File: src/rtl/mips_multicycle_control.sv
// Multicycle MIPS control FSM: sequences fetch/decode/execute, drives datapath
// mux selects and ALU operation, and counts retired instructions.
module mips_multicycle_control #(
    parameter int COUNT_WIDTH = 32
) (
    input  logic                   Clock,
    input  logic                   ResetN,
    input  logic [5:0]             Opcode,
    input  logic [5:0]             Funct,
    input  logic                   Zero,
    input  logic                   MemReady,
    output logic                   IorD,
    output logic                   MemRead,
    output logic                   MemWrite,
    output logic                   IRWrite,
    output logic                   RegDst,
    output logic                   MemtoReg,
    output logic                   RegWrite,
    output logic                   ALUSrcA,
    output logic [1:0]             ALUSrcB,
    output logic [2:0]             ALUControl,
    output logic [1:0]             PCSource,
    output logic                   PCEn,
    output logic                   Illegal,
    output logic [3:0]             State,
    output logic [COUNT_WIDTH-1:0] InstrCount
);

    typedef enum logic [3:0] {
        FETCH   = 4'd0,
        DECODE  = 4'd1,
        MEMADR  = 4'd2,
        MEMRD   = 4'd3,
        MEMWB   = 4'd4,
        MEMWR   = 4'd5,
        EXECUTE = 4'd6,
        ALUWB   = 4'd7,
        BRANCH  = 4'd8,
        JUMP    = 4'd9,
        ADDIEX  = 4'd10,
        ADDIWB  = 4'd11
    } state_t;

    localparam logic [5:0] OP_RTYPE = 6'h00;
    localparam logic [5:0] OP_LW    = 6'h23;
    localparam logic [5:0] OP_SW    = 6'h2B;
    localparam logic [5:0] OP_BEQ   = 6'h04;
    localparam logic [5:0] OP_ADDI  = 6'h08;
    localparam logic [5:0] OP_J     = 6'h02;

    localparam logic [5:0] FN_ADD = 6'h20;
    localparam logic [5:0] FN_SUB = 6'h22;
    localparam logic [5:0] FN_AND = 6'h24;
    localparam logic [5:0] FN_OR  = 6'h25;
    localparam logic [5:0] FN_SLT = 6'h2A;

    localparam logic [2:0] ALU_ADD = 3'b010;
    localparam logic [2:0] ALU_SUB = 3'b110;
    localparam logic [2:0] ALU_AND = 3'b000;
    localparam logic [2:0] ALU_OR  = 3'b001;
    localparam logic [2:0] ALU_SLT = 3'b111;

    function automatic logic funct_valid(input logic [5:0] fn);
        case (fn)
            FN_ADD, FN_SUB, FN_AND, FN_OR, FN_SLT: funct_valid = 1'b1;
            default:                               funct_valid = 1'b0;
        endcase
    endfunction

    function automatic logic [2:0] funct_alu(input logic [5:0] fn);
        case (fn)
            FN_SUB:  funct_alu = ALU_SUB;
            FN_AND:  funct_alu = ALU_AND;
            FN_OR:   funct_alu = ALU_OR;
            FN_SLT:  funct_alu = ALU_SLT;
            default: funct_alu = ALU_ADD;
        endcase
    endfunction

    // FETCH as the decode target doubles as the "unsupported instruction" marker.
    function automatic state_t decode_target(input logic [5:0] op, input logic [5:0] fn);
        case (op)
            OP_LW, OP_SW: decode_target = MEMADR;
            OP_RTYPE:     decode_target = funct_valid(fn) ? EXECUTE : FETCH;
            OP_BEQ:       decode_target = BRANCH;
            OP_J:         decode_target = JUMP;
            OP_ADDI:      decode_target = ADDIEX;
            default:      decode_target = FETCH;
        endcase
    endfunction

    function automatic state_t next_state(input state_t s, input logic [5:0] op,
                                          input logic [5:0] fn, input logic mr);
        case (s)
            FETCH:   next_state = mr ? DECODE : FETCH;
            DECODE:  next_state = decode_target(op, fn);
            MEMADR:  next_state = (op == OP_LW) ? MEMRD : MEMWR;
            MEMRD:   next_state = mr ? MEMWB : MEMRD;
            MEMWR:   next_state = mr ? FETCH : MEMWR;
            EXECUTE: next_state = ALUWB;
            ADDIEX:  next_state = ADDIWB;
            default: next_state = FETCH;
        endcase
    endfunction

    function automatic logic retires(input state_t s, input logic mr);
        case (s)
            MEMWB, ALUWB, BRANCH, JUMP, ADDIWB: retires = 1'b1;
            MEMWR:                              retires = mr;
            default:                            retires = 1'b0;
        endcase
    endfunction

    state_t                 state_q;
    logic [COUNT_WIDTH-1:0] count_q;

    always_ff @(posedge Clock or negedge ResetN) begin
        if (!ResetN) begin
            state_q <= FETCH;
            count_q <= '0;
        end else begin
            state_q <= next_state(state_q, Opcode, Funct, MemReady);
            if (retires(state_q, MemReady))
                count_q <= count_q + COUNT_WIDTH'(1);
        end
    end

    logic iord_d, memread_d, memwrite_d, irwrite_d, regdst_d, memtoreg_d, regwrite_d;
    logic alusrca_d, pcwrite_d, pcwritecond_d, illegal_d;
    logic [1:0] alusrcb_d, pcsource_d;
    logic [2:0] aluctl_d;

    always_comb begin
        iord_d        = 1'b0;
        memread_d     = 1'b0;
        memwrite_d    = 1'b0;
        irwrite_d     = 1'b0;
        regdst_d      = 1'b0;
        memtoreg_d    = 1'b0;
        regwrite_d    = 1'b0;
        alusrca_d     = 1'b0;
        alusrcb_d     = 2'b00;
        aluctl_d      = ALU_ADD;
        pcsource_d    = 2'b00;
        pcwrite_d     = 1'b0;
        pcwritecond_d = 1'b0;
        illegal_d     = 1'b0;
        case (state_q)
            FETCH: begin
                memread_d = 1'b1;
                alusrcb_d = 2'b01;
                irwrite_d = MemReady;
                pcwrite_d = MemReady;
            end
            DECODE: begin
                alusrcb_d = 2'b11;
                illegal_d = (decode_target(Opcode, Funct) == FETCH);
            end
            MEMADR: begin
                alusrca_d = 1'b1;
                alusrcb_d = 2'b10;
            end
            MEMRD: begin
                memread_d = 1'b1;
                iord_d    = 1'b1;
            end
            MEMWB: begin
                regwrite_d = 1'b1;
                memtoreg_d = 1'b1;
            end
            MEMWR: begin
                memwrite_d = 1'b1;
                iord_d     = 1'b1;
            end
            EXECUTE: begin
                alusrca_d = 1'b1;
                aluctl_d  = funct_alu(Funct);
            end
            ALUWB: begin
                regwrite_d = 1'b1;
                regdst_d   = 1'b1;
            end
            BRANCH: begin
                alusrca_d     = 1'b1;
                aluctl_d      = ALU_SUB;
                pcsource_d    = 2'b01;
                pcwritecond_d = 1'b1;
            end
            JUMP: begin
                pcwrite_d  = 1'b1;
                pcsource_d = 2'b10;
            end
            ADDIEX: begin
                alusrca_d = 1'b1;
                alusrcb_d = 2'b10;
            end
            ADDIWB: begin
                regwrite_d = 1'b1;
            end
            default: ;
        endcase
    end

    // Enables are masked by ResetN so an asynchronous reset kills them in the same instant.
    assign MemRead    = memread_d  & ResetN;
    assign MemWrite   = memwrite_d & ResetN;
    assign IRWrite    = irwrite_d  & ResetN;
    assign RegWrite   = regwrite_d & ResetN;
    assign PCEn       = (pcwrite_d | (pcwritecond_d & Zero)) & ResetN;
    assign Illegal    = illegal_d  & ResetN;
    assign IorD       = iord_d;
    assign RegDst     = regdst_d;
    assign MemtoReg   = memtoreg_d;
    assign ALUSrcA    = alusrca_d;
    assign ALUSrcB    = alusrcb_d;
    assign ALUControl = aluctl_d;
    assign PCSource   = pcsource_d;
    assign State      = state_q;
    assign InstrCount = count_q;

endmodule

File: config.mk
export PLATFORM = sky130hd
export DESIGN_NAME = mips_multicycle_control
export DESIGN_NICKNAME = d
export VERILOG_FILES = /design/src/rtl/mips_multicycle_control.sv
export SDC_FILE = /design/constraint.sdc
export NUM_CORES = 1
export LEC_CHECK = 0
export ABC_CLOCK_PERIOD_IN_PS = 1500
export BUFFER_PORTS_ARGS = -buffer_cell sky130_fd_sc_hd__buf_4
export CELL_PAD_IN_SITES_DETAIL_PLACEMENT = 1
export CELL_PAD_IN_SITES_GLOBAL_PLACEMENT = 1
export CORE_UTILIZATION = 35
export DETAILED_ROUTE_END_ITERATION = 10
export GPL_TIMING_DRIVEN = 1
export HOLD_SLACK_MARGIN = 0.08
export PLACE_DENSITY = 0.88
export SLEW_MARGIN = 40
export SYNTH_ARGS = -nofsm -noshare
export SYNTH_HDL_FRONTEND = slang
export SYNTH_SLANG_ARGS = --single-unit
File: constraint.sdc
create_clock -name Clock -period 1.5 [get_ports Clock]
set_input_delay 0.075 -clock Clock [delete_from_list [all_inputs] [get_ports Clock]]
set_output_delay 0.075 -clock Clock [all_outputs]
set_load 0.03 [all_outputs]
Word level (Yosys, flattened, before mapping)
Cells that the tools add are included.
- bits in registers: 36
- output and inout port bits: 53
- $add $sub $neg: 1
- multiplexer cells: 27
- eq/ne operators: 21
- bitwise operators: 8
- reductions and logical operators: 11
- operator list (cell ; number):
    $eq 6x6->1 const B ; 7
    $add 32x1->32 const B ; 1
    $pmux 4 s7 ; 1
    $pmux 4 s5 ; 1
    $eq 4x3->1 const B ; 4
    $eq 4x4->1 const B ; 4
    $mux 1 ; 14
    $mux 3 ; 4
    $pmux 3 s4 ; 1
    $reduce_or 5->1 ; 2
    $eq 4x2->1 const B ; 2
    $logic_not 4->1 ; 2
    $reduce_or 2->1 ; 4
    $and 1x1->1 ; 7
    $eq 6x2->1 const B ; 1
    $eq 6x3->1 const B ; 1
    $eq 6x4->1 const B ; 1
    $logic_not 6->1 ; 1
    $pmux 2 s3 ; 1
    $pmux 3 s2 ; 1
    $eq 4x1->1 const B ; 1
    $mux 4 ; 1
    $pmux 1 s2 ; 2
    $pmux 2 s2 ; 1
    other kinds (3) ; 3

Logic depth before layout (Yosys ltp)
Gate-level depths: netlist of run 1.
- word-level depth: 11
- depth in mapped cells: 6
- gate-level depth less buffers: 4

Least setup slack after synthesis of run 1
Ideal clock, no wire load.
- kind: register to output
- from: reg state_q[2], in the netlist State[2]
- to: out IRWrite
- data arrival time: 2133 ps
- path buffers: 2
- slack: -708 ps
- cell stages (with the launch flop): 6
- cell sequence: dfrtp_1 > buf_2 > buf_1 > nor2_1 > nand2_1 > nor4b_1
- longest elaborated chain between the ends: 3
- ends and longest elaborated chain (what ; line ; RTL):
    from (decl) ; 114 ; state_t state_q;
    from (signal assigned) ; 122 ; state_q <= next_state(state_q, Opcode, Funct, MemReady);
    $logic_not 4->1 ; 148 ; case (state_q)
    $mux 1 ; 148 ;
    $and 1x1->1 ; 207 ; assign IRWrite = irwrite_d & ResetN;
    to (decl) ; 15 ; output logic IRWrite,
Every way passes these cells.

Worst setup path after layout of run 1
- from: reg state_q[3], in the netlist State[3]
- to: out ALUControl[1]
- longest elaborated chain between the ends: 2
- ends and longest elaborated chain (what ; line ; RTL):
    $eq 4x4->1 / $eq 4x3->1 (equally long branches) ; 148 ;
    $pmux 3 s2 (*) ; 148 ;
    to (decl) ; 21 ; output logic [2:0] ALUControl,
Mark *: on every way between the ends. The rest lies on a longest branch, timed or not.

==> flow_metrics.py, run 1 <==
metrics = {
    "run_status": {
        "status": "finished, violations left",
        "violations": "setup timing",
    },
    "setup_path": {
        "critical_path_buf_inv_count": 1,
        "worstPathCellList": "nand2b_4, or3_4, or4b_4, buf_6",
        "critPathKind": "reg2out",
        "crit_required_ns": 1.42,
        "cpLargestDelayFamily": "simple AND/OR/NAND/NOR gates",
        "critPathArrivalTime_ns": 1.91,
        "slowest_stage": "or4b_4",
        "max_stage_delay_ns": 0.49,
        "critPathMaxFanout": 2,
        "critPathLaunchType": "flip-flop",
        "worstSetupEndpointType": "output pin",
    },
    "power": {
        "p_seq_share_pct": 34.8,
        "power_uw": 3250,
        "p_leak_uw": 0.00231,
        "ir_drop_uv": 868,
        "swShare_pct": 40.5,
        "power.density_nw_per_um2": 704,
        "p_switching_uw": 1320,
        "clockPowerShare_pct": 25.1,
        "p_int_uw": 1930,
        "p_comb_share_pct": 40.2,
    },
    "placed_design": {
        "gp_congestion": 0.774,
        "hpwl_um": 6220,
        "place_area_um2": 3580,
        "io_buffers": 68,
        "pre_cts_ws_ns": -0.177,
    },
    "finish": {
        "stdcell_area_um2": 4620,
        "layout_common_cells": "buf_4 (102), buf_6 (35), xor2_1 (22)",
        "num_antenna_cells": 0,
        "final_common_cell": "buf_4",
        "final_nets": 401,
        "synthToLayoutAreaGrowth_pct": 105,
        "nFillCells": 558,
        "drive_above_1_share_pct": 71.2,
    },
    "routing": {
        "drt-vias-per-instance": 6.11,
        "wire_per_inst_um": 31.9,
        "antenna_left": 0,
        "drtIter0Drc": 192,
        "drc": 0,
        "dr.pass1.iters": 4,
        "vias": 2812,
        "wl_um": 14700,
    },
    "clocking": {
        "cts_tree": "yes",
        "root_buffer": "clkbuf_8",
        "cts_buffers": 5,
        "clock_path_buffers": 2,
        "clk_latency_ns": 0.32,
        "cts.clk_slew.worst_paths_ns": 0.09,
        "clock_sinks": 36,
        "h-tree-depth": 2,
    },
    "synth": {
        "syn_inst": 232,
        "yosysSeqAreaShare_pct": 39.9,
        "yosysWarnings": 0,
        "yosysTopAreaCellShare_pct": 39.9,
        "mappedNetlistArea_um2": 2260,
        "synth-seq-cells": 36,
        "synth_nets": 249,
        "synth-edff-count": 0,
        "yosysTopAreaCell": "dfrtp_1",
        "synthArstFlopShare_pct": 100,
        "synth_area_leaders": "dfrtp_1 (40%), xor2_1 (9.7%), nor4_2 (5.5%)",
        "syn_area_per_cell_um2": 9.73,
        "synth_cell_type_count": 52,
        "synth-main-ff-cell": "dfrtp_1",
    },
    "die": {
        "core_region_area_um2": 6060,
        "die-area_um2": 6780,
        "start_util_pct": 37.3,
        "pin_count": 69,
        "die_h_um": 82.3,
        "rows": 28,
        "die_w_um": 82.3,
    },
    "global_route": {
        "grt_pass1_vias": 2993,
        "grt_max_degree": 25,
        "grt_overflow": 0,
        "grt.total_usage_pct": 39.1,
        "grt_pass1_wl_um": 18100,
        "antenna_found_initial": 0,
    },
    "run": {
        "maxCapViolCount": 0,
    },
    "sta": {
        "worst_slew_pin_slew_ns": 0.598,
        "max_slew_margin_pct": 59.1,
        "setup_ws_ns": -0.486,
        "hold_viol": 0,
        "fin_skew_ns": 0.0172,
        "fin_crit_sh_pct": 132,
        "final_max_slew_viol_count": 0,
        "rsz0062_at_grt": "true",
        "setup_viol": 53,
        "tns_ns": -16.66,
        "period_needed_ns": 1.99,
        "holdWs_ns": 0.225,
        "max_clock_freq_mhz": 504,
    },
    "min_path": {
        "holdCritPathClass": "in2reg",
    },
}
-- repair_timing --
item,CTS,global route
endpoints found under the hold margin,36,0
hold buffers,1,0
pin swaps,42,22
endpoints found under the setup margin,49,54
gates cloned,5,0
gates resized for setup,91,36
setup buffers,24,14
-- per-stage QoR --
stage               std cells  util (%)
floorplan                 232         -
global placement          415      59.1
detailed placement        415      59.1
CTS                       451      72.2
global route              460      76.2
finish                    460      76.2
-- cell families (layout without fill, tap and decap cells) --
kind of cell / after synthesis / in the layout / synth area share [%]
mux: 1 / 1 / 0.443
buf+inv: 19 / 172 / 4.10
simple gates: 116 / 116 / 33.2
fa+ha+maj: 1 / 1 / 0.554
flops: 36 / 36 / 39.9
xor+xnor: 33 / 33 / 12.8
compound gates: 26 / 26 / 8.98
-- layout make-up --
type | count | area, um2 | share of cell area, %
Multi-Input combinational cell | 177 | 1920 | 41.5
Timing Repair Buffer | 156 | 1560 | 33.7
Sequential cell | 36 | 927 | 20.1
Tap cell | 75 | 93.8 | 2.03
Clock buffer | 7 | 86.3 | 1.87
Inverter | 8 | 30.0 | 0.650
Clock inverter | 1 | 7.51 | 0.163
-- path summary, 6_finish.rpt --
check                          startpoint             end  slack [ns]  cells after the start
hold / removal                   MemReady        State[0]        0.22                      3
setup / recovery                 State[3]   ALUControl[1]       -0.49                      4
min in group asynchronous          ResetN        State[3]        0.45                      3
setup reg to reg                 State[1]  InstrCount[12]       -0.45                      7
max in group asynchronous          ResetN  InstrCount[14]        0.67                      3
hold reg to reg            InstrCount[31]  InstrCount[31]        0.51                      1
-- synth_stat cells (3+ instances only) --
cell type	number
nor2_1	21
nor3_1	14
and3_1	3
xor2_1	25
nor4b_1	3
nor4_1	3
nor4_2	10
nand3_1	10
buf_2	5
nand2_1	19
and4_1	5
xnor2_1	8
dfrtp_1	36
nor2b_1	4
or3_1	3
clkbuf_1	3
o21ai_0	5
nor3b_1	3
nand2b_1	5
a21oi_1	4
inv_1	8
-- sequential cells by signal, summed over array words and instances, names as in the netlist --
name / cells
InstrCount: 32
State: 4
-- metal layers --
layer / vias up / wire length, um / track usage (%)
met5: - / 0 / 0
met4: 0 / 1120 / 26.0
met2: 174 / 7320 / 68.5
met3: 89 / 1000 / 9.67
li1: 1130 / - / -
met1: 1419 / 5250 / 41.5
-- power by group through the flow --
stage | clock (uW) | sequential (uW) | combinational (uW)
after detailed placement | 0 | 1120 | 877
after global placement | 0 | 1110 | 840
after global routing | 840 | 1130 | 1330
after CTS | 767 | 1110 | 1100
final | 815 | 1130 | 1310
after floorplan | 0 | 1240 | 383
-- worst reg2reg max path, cell delays in order (launching register included) --
cell and delay (ns):
dfrtp_2 0.47, buf_6 0.14, or2b_4 0.27, o2111ai_4 0.36, buf_6 0.20, buf_16 0.14, nor3_2 0.05, xor2_1 0.22
Note: power is estimated with default switching activity, not from simulation.
==> inputs of run 2 (changes only) <==
--- a/config.mk
+++ b/config.mk
@@ -5,15 +5,16 @@
 export SDC_FILE = /design/constraint.sdc
 export NUM_CORES = 1
 export LEC_CHECK = 0
-export ABC_CLOCK_PERIOD_IN_PS = 1500
+export ABC_CLOCK_PERIOD_IN_PS = 2500
 export BUFFER_PORTS_ARGS = -buffer_cell sky130_fd_sc_hd__buf_4
 export CELL_PAD_IN_SITES_DETAIL_PLACEMENT = 1
 export CELL_PAD_IN_SITES_GLOBAL_PLACEMENT = 1
-export CORE_UTILIZATION = 35
+export CORE_UTILIZATION = 41
 export DETAILED_ROUTE_END_ITERATION = 10
+export GPL_ROUTABILITY_DRIVEN = 0
 export GPL_TIMING_DRIVEN = 1
 export HOLD_SLACK_MARGIN = 0.08
-export PLACE_DENSITY = 0.88
+export PLACE_DENSITY = 0.95
 export SLEW_MARGIN = 40
 export SYNTH_ARGS = -nofsm -noshare
 export SYNTH_HDL_FRONTEND = slang
==> constraint.sdc (replaced) <==
create_clock -name Clock -period 2.5 [get_ports Clock]
set_input_delay 0.125 -clock Clock [delete_from_list [all_inputs] [get_ports Clock]]
set_output_delay 0.125 -clock Clock [all_outputs]
set_load 0.03 [all_outputs]
==> run 2 against run 1 <==
  * The run now ends clean
  * Clock-buffer cell count is 2 lower
  * Register-to-register slack better by 0.90 ns
  * Cell count is 19% lower
  * Sequential share of layout area is 11 points higher
  * Combinational power is 72% lower
  * Hold slack better by 0.068 ns
  * Worst setup slack better by 0.65 ns
  * Clock skew is 0.013 ns lower
  * Core utilization is 20 points lower
  * Highest routed layer unchanged
==> flow_metrics.py, run 2 (same netlist as run 1, synthesis figures left out) <==
metrics = {
    "run_status": {
        "status": "completed",
    },
    "die": {
        "start_util_pct": 43.4,
        "core_region_area_um2": 5200,
        "die_w_um": 76.2,
        "die-area_um2": 5810,
        "rows": 26,
        "die_h_um": 76.2,
        "pin_count": 69,
    },
    "setup_path": {
        "critPathLaunchType": "flip-flop",
        "slowest_stage": "dfrtp_1",
        "critPathMaxFanout": 17,
        "r2r_slack_ns": 0.45,
        "crit_required_ns": 2.38,
        "critPathLaunch": "State[0]",
        "reg2reg_from": "State[0]",
        "worstSetupEndpointType": "output pin",
        "critPathArrivalTime_ns": 2.21,
        "critPathCapture": "ALUControl[1]",
        "max_stage_delay_ns": 0.59,
        "worstRegToRegCells": 5,
        "worstPathCellList": "nand2b_4, or3_1, or4b_1, buf_4",
        "critPathKind": "reg2out",
        "r2r-end": "InstrCount[15]",
    },
    "finish": {
        "multi_input_area_um2": 1260,
        "synthToLayoutAreaGrowth_pct": 29.9,
        "final_nets": 318,
        "post-route-util_pct": 56.4,
        "final_common_cell": "buf_4",
        "nFillCells": 604,
        "num_antenna_cells": 0,
        "largest_register_ffs": 32,
        "stdcell_area_um2": 2930,
        "layout_common_cells": "buf_4 (71), dfrtp_1 (36), xor2_1 (25)",
        "seq_area_um2": 901,
        "drive_above_1_share_pct": 33.4,
    },
    "power": {
        "power.density_nw_per_um2": 500,
        "ir_drop_uv": 348,
        "power_uw": 1470,
        "p_leak_uw": 0.00143,
    },
    "clocking": {
        "clk_latency_ns": 0.29,
        "clock_sinks": 36,
        "holdBufCountCts": 1,
        "post-cts-setup-buffer-count": 0,
        "h-tree-depth": 2,
        "root_buffer": "clkbuf_8",
        "cts_tree": "yes",
        "clock_path_buffers": 2,
        "cts.clk_slew.worst_paths_ns": 0.07,
        "cts_resized": 0,
        "cts_buffers": 5,
    },
    "global_route": {
        "met1_usage_pct": 28.8,
        "met3_usage_pct": 4.19,
        "gr-max-usage-layer": "met2",
        "grt_pass1_vias": 2170,
        "grt_pass1_wl_um": 11100,
        "grt_max_degree": 40,
        "antenna_found_initial": 0,
        "grt.total_usage_pct": 23.7,
        "grt_overflow": 0,
        "grtUsageMet2_pct": 43.4,
    },
    "sta": {
        "max_slew_margin_pct": 62.1,
        "worst_slew_pin_slew_ns": 0.553,
        "period_needed_ns": 2.33,
        "fin_crit_sh_pct": 93.3,
        "hold_viol": 0,
        "rsz0062_at_grt": "false",
        "setup_ws_ns": 0.168,
        "setup_viol": 0,
        "tns_ns": 0,
        "max_clock_freq_mhz": 429,
        "fin_skew_ns": 0.00446,
        "final_max_slew_viol_count": 0,
    },
    "placed_design": {
        "pre_cts_ws_ns": 0.487,
        "place_area_um2": 2840,
        "io_buffers": 68,
        "hpwl_um": 4840,
    },
    "min_path": {
        "holdCritPathClass": "in2reg",
    },
    "run": {
        "maxCapViolCount": 0,
    },
    "routing": {
        "drt-vias-per-instance": 5.47,
        "antenna_left": 0,
        "drtIter0Drc": 142,
        "drc": 0,
        "wire_per_inst_um": 17.3,
        "dr.pass1.iters": 4,
        "vias": 2034,
        "wl_um": 6430,
    },
}
run 2: cell types whose count changed in the layout (fill, tap and decap cells not counted), moves of 13 or more:
cell	before	now
nor3_1	1	14
nor4_4	13	0
buf_4	102	71
buf_6	35	0
dfrtp_2	21	0
dfrtp_1	15	36
nor2_1	6	21
run 2: report_power, final:
group,switching [uW],internal (uW)
logic,231,143
clock network,214,194
registers,68.5,616
total,513,953
run 2: through the flow:
step / cells / hold slack, ns
3_5_place_dp: 363 / 0.224
3_3_place_gp: 363 / 0.223
5_1_grt: 372 / 0.301
4_1_cts: 372 / 0.292
6_report: 372 / 0.293
2_1_floorplan: 232 / -0.171
run 2: layout make-up:
class | instances | share of cell area, %
Inverter | 8 | 1.02
Tap cell | 70 | 2.99
Clock buffer | 5 | 2.35
Multi-Input combinational cell | 177 | 43.1
Timing Repair Buffer | 73 | 19.2
Sequential cell | 36 | 30.7
Clock inverter | 3 | 0.640
run 2: metal layers:
metal	wire length [um]	vias up	part of all wire (%)
li1	-	969	-
met1	2710	996	42
met2	3400	63	53
met3	290	6	4.5
met4	38	0	0.59
met5	0	-	0
run 2: worst min path at each step:
| stage | endpoint | start | depth (start not counted) |
|---|---|---|---|
| final | State[2] | Funct[1] | 3 |
| after floorplan | InstrCount[0] | ResetN | 0 |
| after global placement | InstrCount[22] | ResetN | 2 |
| after detailed placement | InstrCount[19] | ResetN | 2 |
| after CTS | State[2] | Funct[1] | 3 |
| after global routing | State[2] | Funct[1] | 3 |
run 2: worst max-delay path, delay by kind of cell (launching register included):
family / cells / cell delay, ns
AND/OR/NAND/NOR: 3 / 1.15
flip-flops: 1 / 0.59
buffers and inverters: 1 / 0.18
==> inputs of run 3 (changes only) <==
--- a/config.mk
+++ b/config.mk
@@ -6,7 +6,7 @@
 export NUM_CORES = 1
 export LEC_CHECK = 0
 export ABC_CLOCK_PERIOD_IN_PS = 2500
-export BUFFER_PORTS_ARGS = -buffer_cell sky130_fd_sc_hd__buf_4
+export BUFFER_PORTS_ARGS = -buffer_cell sky130_fd_sc_hd__buf_2
 export CELL_PAD_IN_SITES_DETAIL_PLACEMENT = 1
 export CELL_PAD_IN_SITES_GLOBAL_PLACEMENT = 1
 export CORE_UTILIZATION = 41
==> run 3 against run 2 <==
  * Largest power group unchanged
  * Fmax increased by 1.8%
  * Clock power decreased by 4%
  * Non-clock buffer count unchanged
  * Largest cell class unchanged
==> flow_metrics.py, run 3 (same netlist as run 1, synthesis figures left out) <==
metrics = {
    "clocking": {
        "clock_path_buffers": 2,
        "cts_buffers": 5,
        "post-cts-setup-buffer-count": 0,
        "clk_latency_ns": 0.29,
        "clock_sinks": 36,
        "cts.clk_slew.worst_paths_ns": 0.07,
        "cts_tree": "yes",
        "root_buffer": "clkbuf_8",
        "h-tree-depth": 2,
    },
    "sta": {
        "tns_ns": 0,
        "setup_ws_ns": 0.209,
        "setup_viol": 0,
        "fin_crit_sh_pct": 91.7,
        "final_max_slew_viol_count": 0,
        "period_needed_ns": 2.29,
        "fin_skew_ns": 0.00443,
        "worst_slew_pin_slew_ns": 0.604,
        "max_slew_margin_pct": 58.7,
        "rsz0062_at_grt": "false",
        "hold_viol": 0,
        "max_clock_freq_mhz": 436,
    },
    "routing": {
        "drtIter0Drc": 157,
        "dr.max_layer_used": "met4",
        "antenna_left": 0,
        "vias": 2067,
        "wire_per_inst_um": 17.5,
        "wl_met2_um": 3320,
        "dr.pass1.iters": 4,
        "drt-vias-per-instance": 5.57,
        "wl_um": 6480,
        "dr_wl_met3_um": 263,
        "wl_met1_um": 2680,
        "drc": 0,
    },
    "setup_path": {
        "critPathArrivalTime_ns": 2.17,
        "worstPathCellList": "nand2b_4, or3_1, or4b_1, buf_2",
        "cpLargestDelayFamily": "simple AND/OR/NAND/NOR gates",
        "critical_path_buf_inv_count": 1,
        "max_stage_delay_ns": 0.57,
        "worstSetupEndpointType": "output pin",
        "r2r_slack_ns": 0.35,
        "slowest_stage": "dfrtp_1",
        "crit_required_ns": 2.38,
        "critPathKind": "reg2out",
        "critPathLaunchType": "flip-flop",
        "critPathMaxFanout": 17,
    },
    "die": {
        "die_w_um": 76.2,
        "rows": 26,
        "pin_count": 69,
        "die-area_um2": 5810,
        "die_h_um": 76.2,
        "core_region_area_um2": 5200,
        "start_util_pct": 43.4,
    },
    "power": {
        "p_leak_uw": 0.00139,
        "clockPowerShare_pct": 27.8,
        "p_int_uw": 915,
        "p_switching_uw": 498,
        "power_uw": 1410,
        "ir_drop_uv": 529,
        "p_seq_share_pct": 48.2,
        "p_comb_share_pct": 24.0,
        "power.density_nw_per_um2": 515,
        "swShare_pct": 35.3,
    },
    "placed_design": {
        "hpwl_um": 4490,
        "pre_cts_ws_ns": 0.374,
        "place_area_um2": 2650,
        "io_buffers": 68,
    },
    "global_route": {
        "grt_overflow": 0,
        "antenna_found_initial": 0,
        "grt_max_degree": 32,
        "grt_pass1_vias": 2165,
        "grt_pass1_wl_um": 10700,
        "grt.total_usage_pct": 23.3,
    },
    "run_status": {
        "status": "completed",
    },
    "finish": {
        "largest_register_ffs": 32,
        "stdcell_area_um2": 2740,
        "layout_common_cells": "buf_2 (68), dfrtp_1 (35), xor2_1 (25)",
        "drive_above_1_share_pct": 33.2,
        "post-route-util_pct": 52.7,
        "final_common_cell": "buf_2",
        "final_nets": 318,
        "nFillCells": 634,
        "synthToLayoutAreaGrowth_pct": 21.4,
        "num_antenna_cells": 0,
    },
    "run": {
        "maxCapViolCount": 0,
    },
    "min_path": {
        "holdCritPathClass": "in2async",
    },
}
[run 3: per-stage QoR]
step | std cells | hold slack (ns)
5_1_grt | 371 | 0.254
3_5_place_dp | 363 | -0.00404
6_report | 371 | 0.232
3_3_place_gp | 363 | -0.00651
2_1_floorplan | 232 | -0.171
4_1_cts | 371 | 0.226
[run 3: cell type report]
| class | instances | area, um2 | area share, % |
|---|---|---|---|
| inverters | 8 | 30.0 | 1.09 |
| repair buffers | 73 | 380 | 13.9 |
| clock inverters | 1 | 5.00 | 0.182 |
| flip-flops and latches | 36 | 902 | 32.9 |
| multi-input cells | 177 | 1260 | 46.1 |
| well taps | 70 | 87.6 | 3.19 |
| clock buffers | 6 | 72.6 | 2.65 |
[run 3: final timing paths]
check                                    start              to  cells past startpoint
min in group Clock                    MemReady        State[0]                      3
worst min-delay path                    ResetN  InstrCount[23]                      2
worst max register to register        State[0]  InstrCount[19]                      5
worst max-delay path                  State[0]   ALUControl[1]                      4
max in group asynchronous               ResetN  InstrCount[15]                      3
worst min register to register  InstrCount[31]  InstrCount[31]                      1
[run 3: routing by layer]
layer	GRT usage, %	vias to the layer above
met4	12.7	0
met1	26.3	1022
li1	-	961
met2	41.0	61
met3	4.55	23
met5	0	-
[run 3: power by group through the flow]
stage                     clock network [uW]  logic (uW)  registers, uW
final                                    392         339            681
after global routing                     423         365            686
after CTS                                403         342            680
after detailed placement                   0         336            688
after global placement                     0         325            687
after floorplan                            0         165            737
[run 3: timing repair]
action                                 4_1_cts  5_1_grt
setup endpoints to repair                    0        1
endpoints found under the hold margin       36        0
resized for setup                            0        1
hold buffers                                 1        0
